File: src/rtl/alu_multicycle.sv
// Slice-serial NOR/XOR/ADD/SUB ALU: processes SLICE bits per cycle, carrying between slices in a register.
// Latency: done pulses N = WIDTH/SLICE cycles after the accepting edge; one result per N+1 cycles.
// Backpressure: start is ignored while busy; start during the done cycle is accepted.
module alu_multicycle #(
    parameter int WIDTH = 64,
    parameter int SLICE = 16
) (
    input  logic             clk,
    input  logic             rst_n,
    input  logic             start,
    input  logic [WIDTH-1:0] a,
    input  logic [WIDTH-1:0] b,
    input  logic [1:0]       op,
    input  logic             cin,
    output logic             busy,
    output logic             done,
    output logic [WIDTH-1:0] s,
    output logic             cout,
    output logic             ovf
);

    localparam int N  = WIDTH / SLICE;
    localparam int IW = (N > 1) ? $clog2(N) : 1;
    localparam logic [IW-1:0]    LAST  = IW'(N - 1);
    localparam logic [WIDTH-1:0] SMASK = WIDTH'({SLICE{1'b1}});

    typedef enum logic [1:0] {IDLE, RUN, DONE} state_t;

    state_t            state, state_nxt;
    logic [WIDTH-1:0]  a_q, b_q;
    logic [1:0]        op_q;
    logic              carry_q;
    logic [IW-1:0]     idx_q;
    logic              accept;

    logic [SLICE-1:0]  a_sl, b_sl, bx_sl, logic_res, res;
    logic [SLICE:0]    sum_ext;
    logic              c_out, c_into_msb;
    logic [WIDTH-1:0]  s_nxt;
    int                off;

    assign accept = (state != RUN) && start;

    always_comb begin
        state_nxt = IDLE;
        case (state)
            IDLE, DONE: state_nxt = start ? RUN : IDLE;
            RUN:        state_nxt = (idx_q == LAST) ? DONE : RUN;
            default:    state_nxt = IDLE;
        endcase
    end

    always_comb begin
        busy = (state == RUN);
        done = (state == DONE);
    end

    // One narrow slice of the datapath; SUB is ADD of the inverted operand.
    always_comb begin
        off        = SLICE * int'(idx_q);
        a_sl       = SLICE'(a_q >> off);
        b_sl       = SLICE'(b_q >> off);
        bx_sl      = op_q[0] ? ~b_sl : b_sl;
        sum_ext    = {1'b0, a_sl} + {1'b0, bx_sl} + {{SLICE{1'b0}}, carry_q};
        logic_res  = op_q[0] ? (a_sl ^ b_sl) : ~(a_sl | b_sl);
        res        = op_q[1] ? sum_ext[SLICE-1:0] : logic_res;
        c_out      = op_q[1] & sum_ext[SLICE];
        c_into_msb = a_sl[SLICE-1] ^ bx_sl[SLICE-1] ^ sum_ext[SLICE-1];
        s_nxt      = (s & ~(SMASK << off)) | (WIDTH'(res) << off);
    end

    always_ff @(posedge clk) begin
        if (!rst_n) begin
            state   <= IDLE;
            a_q     <= '0;
            b_q     <= '0;
            op_q    <= '0;
            carry_q <= 1'b0;
            idx_q   <= '0;
            s       <= '0;
            cout    <= 1'b0;
            ovf     <= 1'b0;
        end else begin
            state <= state_nxt;
            if (accept) begin
                a_q     <= a;
                b_q     <= b;
                op_q    <= op;
                carry_q <= cin;
                idx_q   <= '0;
            end else if (state == RUN) begin
                s       <= s_nxt;
                carry_q <= c_out;
                if (idx_q != LAST) begin
                    idx_q <= idx_q + 1'b1;
                end else begin
                    cout <= c_out;
                    ovf  <= op_q[1] & (c_into_msb ^ sum_ext[SLICE]);
                end
            end
        end
    end

endmodule

File: config.mk
export PLATFORM = sky130hd
export DESIGN_NAME = alu_multicycle
export DESIGN_NICKNAME = d
export VERILOG_FILES = /design/src/rtl/alu_multicycle.sv
export SDC_FILE = /design/constraint.sdc
export NUM_CORES = 1
export LEC_CHECK = 0
export CORE_MARGIN = 4
export CORE_UTILIZATION = 56
export CTS_CLUSTER_DIAMETER = 40
export DETAILED_ROUTE_END_ITERATION = 8
export HOLD_SLACK_MARGIN = 0.1
export PLACE_DENSITY_LB_ADDON = 0.25
export RECOVER_POWER = 50
export SYNTH_ARGS = -nofsm -noshare
export SYNTH_HDL_FRONTEND = slang
export SYNTH_SLANG_ARGS = --single-unit
File: constraint.sdc
create_clock -name clk -period 6.15 [get_ports clk]
set_input_delay 1.5375 -clock clk [delete_from_list [all_inputs] [get_ports clk]]
set_output_delay 1.5375 -clock clk [all_outputs]
set_load 0.03 [all_outputs]
==> results <==
- The run finished, with violations left.
- The checks that failed: max-capacitance violations, max-slew violations.
- In the synthesized netlist the dominant register cell turns out to be sky130_fd_sc_hd__dfxtp_1.
- The final max-slew violation count is 58.
- For this design, the CTS-stage hold fixing added 0 buffers.
- Between clock sinks in the finished design, the worst skew comes to 0.0171 ns.
- The final critical-path setup slack is 1.22 ns.
- The number of violations reported at the end of detailed-routing iteration 0 is 702.
- The flop and latch count out of synthesis is 201.
- The post-CTS resize count is 0.
- Dividing the final minimum period by the clock period gives 0.801.
- The internal power of the cells is 2.67 mW.
- The length of the first detailed-routing pass in iterations is 8.
- For the final routed database, the setup TNS stands at 0 ns.
- The number of CTS-inserted buffers is 27.
- The clock transition at the register clock pins on the worst setup and hold paths after CTS is 0.06 ns.
- Routability-driven placement finished with a final weighted congestion of 0.903.
- Across all register-to-register paths, the minimum setup slack is 1.98 ns.
- On the final layout, the worst hold slack is 0.453 ns.
- The worst hold path class is flip-flop to flip-flop.
- The portion of total power attributed to combinational logic is 0.169.
- The total overflow left after global routing is 0.
- After clock tree synthesis, the setup repair step added 0 buffers.
- The switching share of power is 0.275.
- In this run the static leakage power is 4.91 nW.
- For this run, the total global-route usage over all layers was measured as 0.277.
- The area growth from synthesis to layout is 29.5%.
- The worst slew margin relative to its limit is -0.742.
- The share of total power dissipated in sequential elements is 0.386.
- The final-stage net count is 1,466.
- The number of I/O port buffers is 201.
- The number of unique standard cell types used by synthesis is 58.
- The insertion delay of the later-clocked pin in the worst-skew pair is 0.53 ns.
- The number of antenna diodes in the final layout is 0.
- Setup violations remaining at the end of the flow were counted as 0.
- The core outline area is 0.0168 sq mm.
- The endpoint class of the critical path is a flip-flop.
- The initial antenna violation count is 0.
- At the pin with the least slew margin, the transition time is 2.61 ns.
- The area fraction of the dominant cell type after synthesis is 0.416.
- Summed over all layers, the routed wires come to 27.9 mm.
- The pin count of the biggest net entering global routing is 108.
- The clock network fraction of total power is 0.445.
- The detail-routed via count per cell is 5.82.
- The floorplan step defined a die boundary enclosing 0.0194 sq mm.
- The number of top-level pins is 202.
- The count of non-filler cells in the finished layout is 1,536.
- The detailed router placed 8,938 vias in this run.
- The clock period minus worst slack is 4.93 ns.
- The post-placement worst setup slack is 2.07 ns.
- The number of nets handed over by synthesis was 1,313.
- Once placement completed, the tool counted placed cells totaling 1,486.
- In the routed design, unresolved DRC markers number 0.
- Setup repair after global routing left no endpoint under its margin.
- In this run the number of H-tree levels came out at 1.
- The total power is 3.68 mW.
- Synthesis produced 1,142 cells.
- The half-perimeter wire length after detailed placement is 19.6 mm.
- The count of flip-flops with a built-in enable after synthesis is 0.
- Clock tree synthesis selected as its root buffer the cell sky130_fd_sc_hd__clkbuf_16.
- Max-cap violations in this run came to 1.
- Clock tree synthesis found a total of 201 sinks.
- The peak fanout along the critical path is 95.
- The first global-routing pass estimated 44.4 mm of wire.
- The share of layout cells above drive strength 1 is 0.0859.
- In this run the power density over the cells is 293 mW/mm^2.
- The starting density of the core is 0.577.
- The worst setup path is launched from an input pin.
- The data required time at the worst endpoint is 6.59 ns.
- The worst supply voltage drop on vdd is 0.239 mV.
- The cell accounting for the most synthesized area is sky130_fd_sc_hd__dfxtp_1.
- The arrival time reported for the critical path endpoint is 5.37 ns.
- Static timing analysis puts the maximum clock frequency at 203 MHz.
- The number of global-route vias before repair is 8,689.
- The floorplan die width is 139 um.
- The total number of placement rows is 47.
- The async set or reset register ratio after synthesis is 0.
- The clock passes through at most 3 buffers.
- TritonCTS built the clock tree.
- Sorting the synthesized cells by area gives the leading types as sky130_fd_sc_hd__dfxtp_1, sky130_fd_sc_hd__nand2_1, sky130_fd_sc_hd__mux4_2, sky130_fd_sc_hd__a21oi_1, sky130_fd_sc_hd__ha_1.
- The die is 139 um tall.
- The detail route stage leaves a number of antenna-violating nets equal to 0.
- The netlist area before placement is 0.00968 sq mm.
- The mean post-synth cell area is 8.47 sq um.
- In this run the power spent charging and discharging nets is 1.01 mW.
- By startpoint and endpoint, the worst setup path is classified as input pin to flip-flop.
- The Yosys step of the flow raised 0 warnings.
- The number of hold-slack violations in the final timing report is 0.
- Dividing the detail-routed wire length by the instance count gives 18.2 um.
- For this run, the register share of the synthesized area comes to 0.416.
state kept, by name, indices dropped and copies added (netlist names):
signal and count:
state 2, op_q 2, idx_q 2, carry_q 1, ovf 1, cout 1
s 64, b_q 64, a_q 64
worst paths after layout:
path,from,to,cells after the start
worst max-delay path,rst_n,b_q[33]$_SDFFE_PN0P_,5
worst min-delay path,b_q[41]$_SDFFE_PN0P_,b_q[41]$_SDFFE_PN0P_,2
worst max register to register,idx_q[0]$_SDFFE_PP0P_,carry_q$_SDFFE_PN0P_,12
worst min register to register,b_q[41]$_SDFFE_PN0P_,b_q[41]$_SDFFE_PN0P_,2
cells in the mapped netlist (all sizes together), types with 15 or more instances:
library cell and n:
nand2 290, dfxtp 201, a21oi 145, clkbuf 52, nand3 48, nor2 47
o21ai 43, inv 42, ha 35, mux4 32, buf 31, a22oi 30
xor2 17, a21boi 15
critical path, cell delays in order:
cell and delay (ns):
sky130_fd_sc_hd__buf_2 0.07, sky130_fd_sc_hd__clkbuf_1 1.83, sky130_fd_sc_hd__inv_4 0.99, sky130_fd_sc_hd__buf_4 0.62, sky130_fd_sc_hd__a21oi_1 0.22
cell usage in the layout (no fill, tap or decap), types with 4 or more instances in the layout:
master and instances:
sky130_fd_sc_hd__nand3_1 48, sky130_fd_sc_hd__a31oi_1 7, sky130_fd_sc_hd__clkbuf_16 27, sky130_fd_sc_hd__clkdlybuf4s50_1 133, sky130_fd_sc_hd__a211oi_1 6, sky130_fd_sc_hd__a21boi_0 15
sky130_fd_sc_hd__nand4_1 4, sky130_fd_sc_hd__a22oi_1 30, sky130_fd_sc_hd__xor2_1 17, sky130_fd_sc_hd__nor2b_1 10, sky130_fd_sc_hd__dlygate4sd3_1 67, sky130_fd_sc_hd__o21ai_0 34
sky130_fd_sc_hd__o21ai_1 7, sky130_fd_sc_hd__clkinv_2 4, sky130_fd_sc_hd__nor3_2 5, sky130_fd_sc_hd__mux4_2 32, sky130_fd_sc_hd__a2bb2oi_1 8, sky130_fd_sc_hd__nand2_1 289
sky130_fd_sc_hd__bufinv_16 4, sky130_fd_sc_hd__inv_1 41, sky130_fd_sc_hd__dfxtp_1 198, sky130_fd_sc_hd__ha_1 35, sky130_fd_sc_hd__nor2_1 47, sky130_fd_sc_hd__o211ai_1 5
sky130_fd_sc_hd__a21oi_1 142, sky130_fd_sc_hd__or3_1 7, sky130_fd_sc_hd__mux2i_1 11, sky130_fd_sc_hd__clkbuf_8 4, sky130_fd_sc_hd__nor3_1 4, sky130_fd_sc_hd__a21o_1 6
sky130_fd_sc_hd__inv_6 5, sky130_fd_sc_hd__buf_4 6, sky130_fd_sc_hd__nand4b_1 4
layer usage:
layer	GRT usage	wire [um]	share of wire	vias up
li1	-	-	-	4261
met1	0.349	11200	0.40	4233
met2	0.473	13700	0.49	380
met3	0.0614	2050	0.073	64
met4	0.0932	885	0.032	0
met5	0	0	0	-
cell families after synthesis:
logic type	share of synthesized area
AOI/OAI and AO/OA	0.176
muxes	0.0870
adders and majority gates	0.0494
DFF	0.416
buffers and inverters	0.0635
and+or+nand+nor	0.190
xor gates and xnor gates	0.0181
stage by stage:
stage	util	area, sq um
6_report	0.748	12500
2_1_floorplan	-	9680
4_1_cts	0.748	12500
5_1_grt	0.748	12500
3_5_place_dp	0.690	11600
3_3_place_gp	0.690	11600
power groups by stage:
stage                     clock network, mW  logic (mW)  registers (mW)
after CTS                              1.65       0.621            1.42
final                                  1.64       0.621            1.42
after floorplan                           0       0.388            1.45
after detailed placement                  0       0.614            1.45
after global routing                   1.70       0.678            1.43
after global placement                    0       0.604            1.45
layout make-up:
class	count	area [sq um]
multi-input cells	815	5050
flip-flops and latches	201	4030
repair buffers	208	2060
well taps	220	275
clock inverters	18	229
inverters	42	160
fillers	1246	4230
clock buffers	32	734
(Power assumes the default switching activity.)
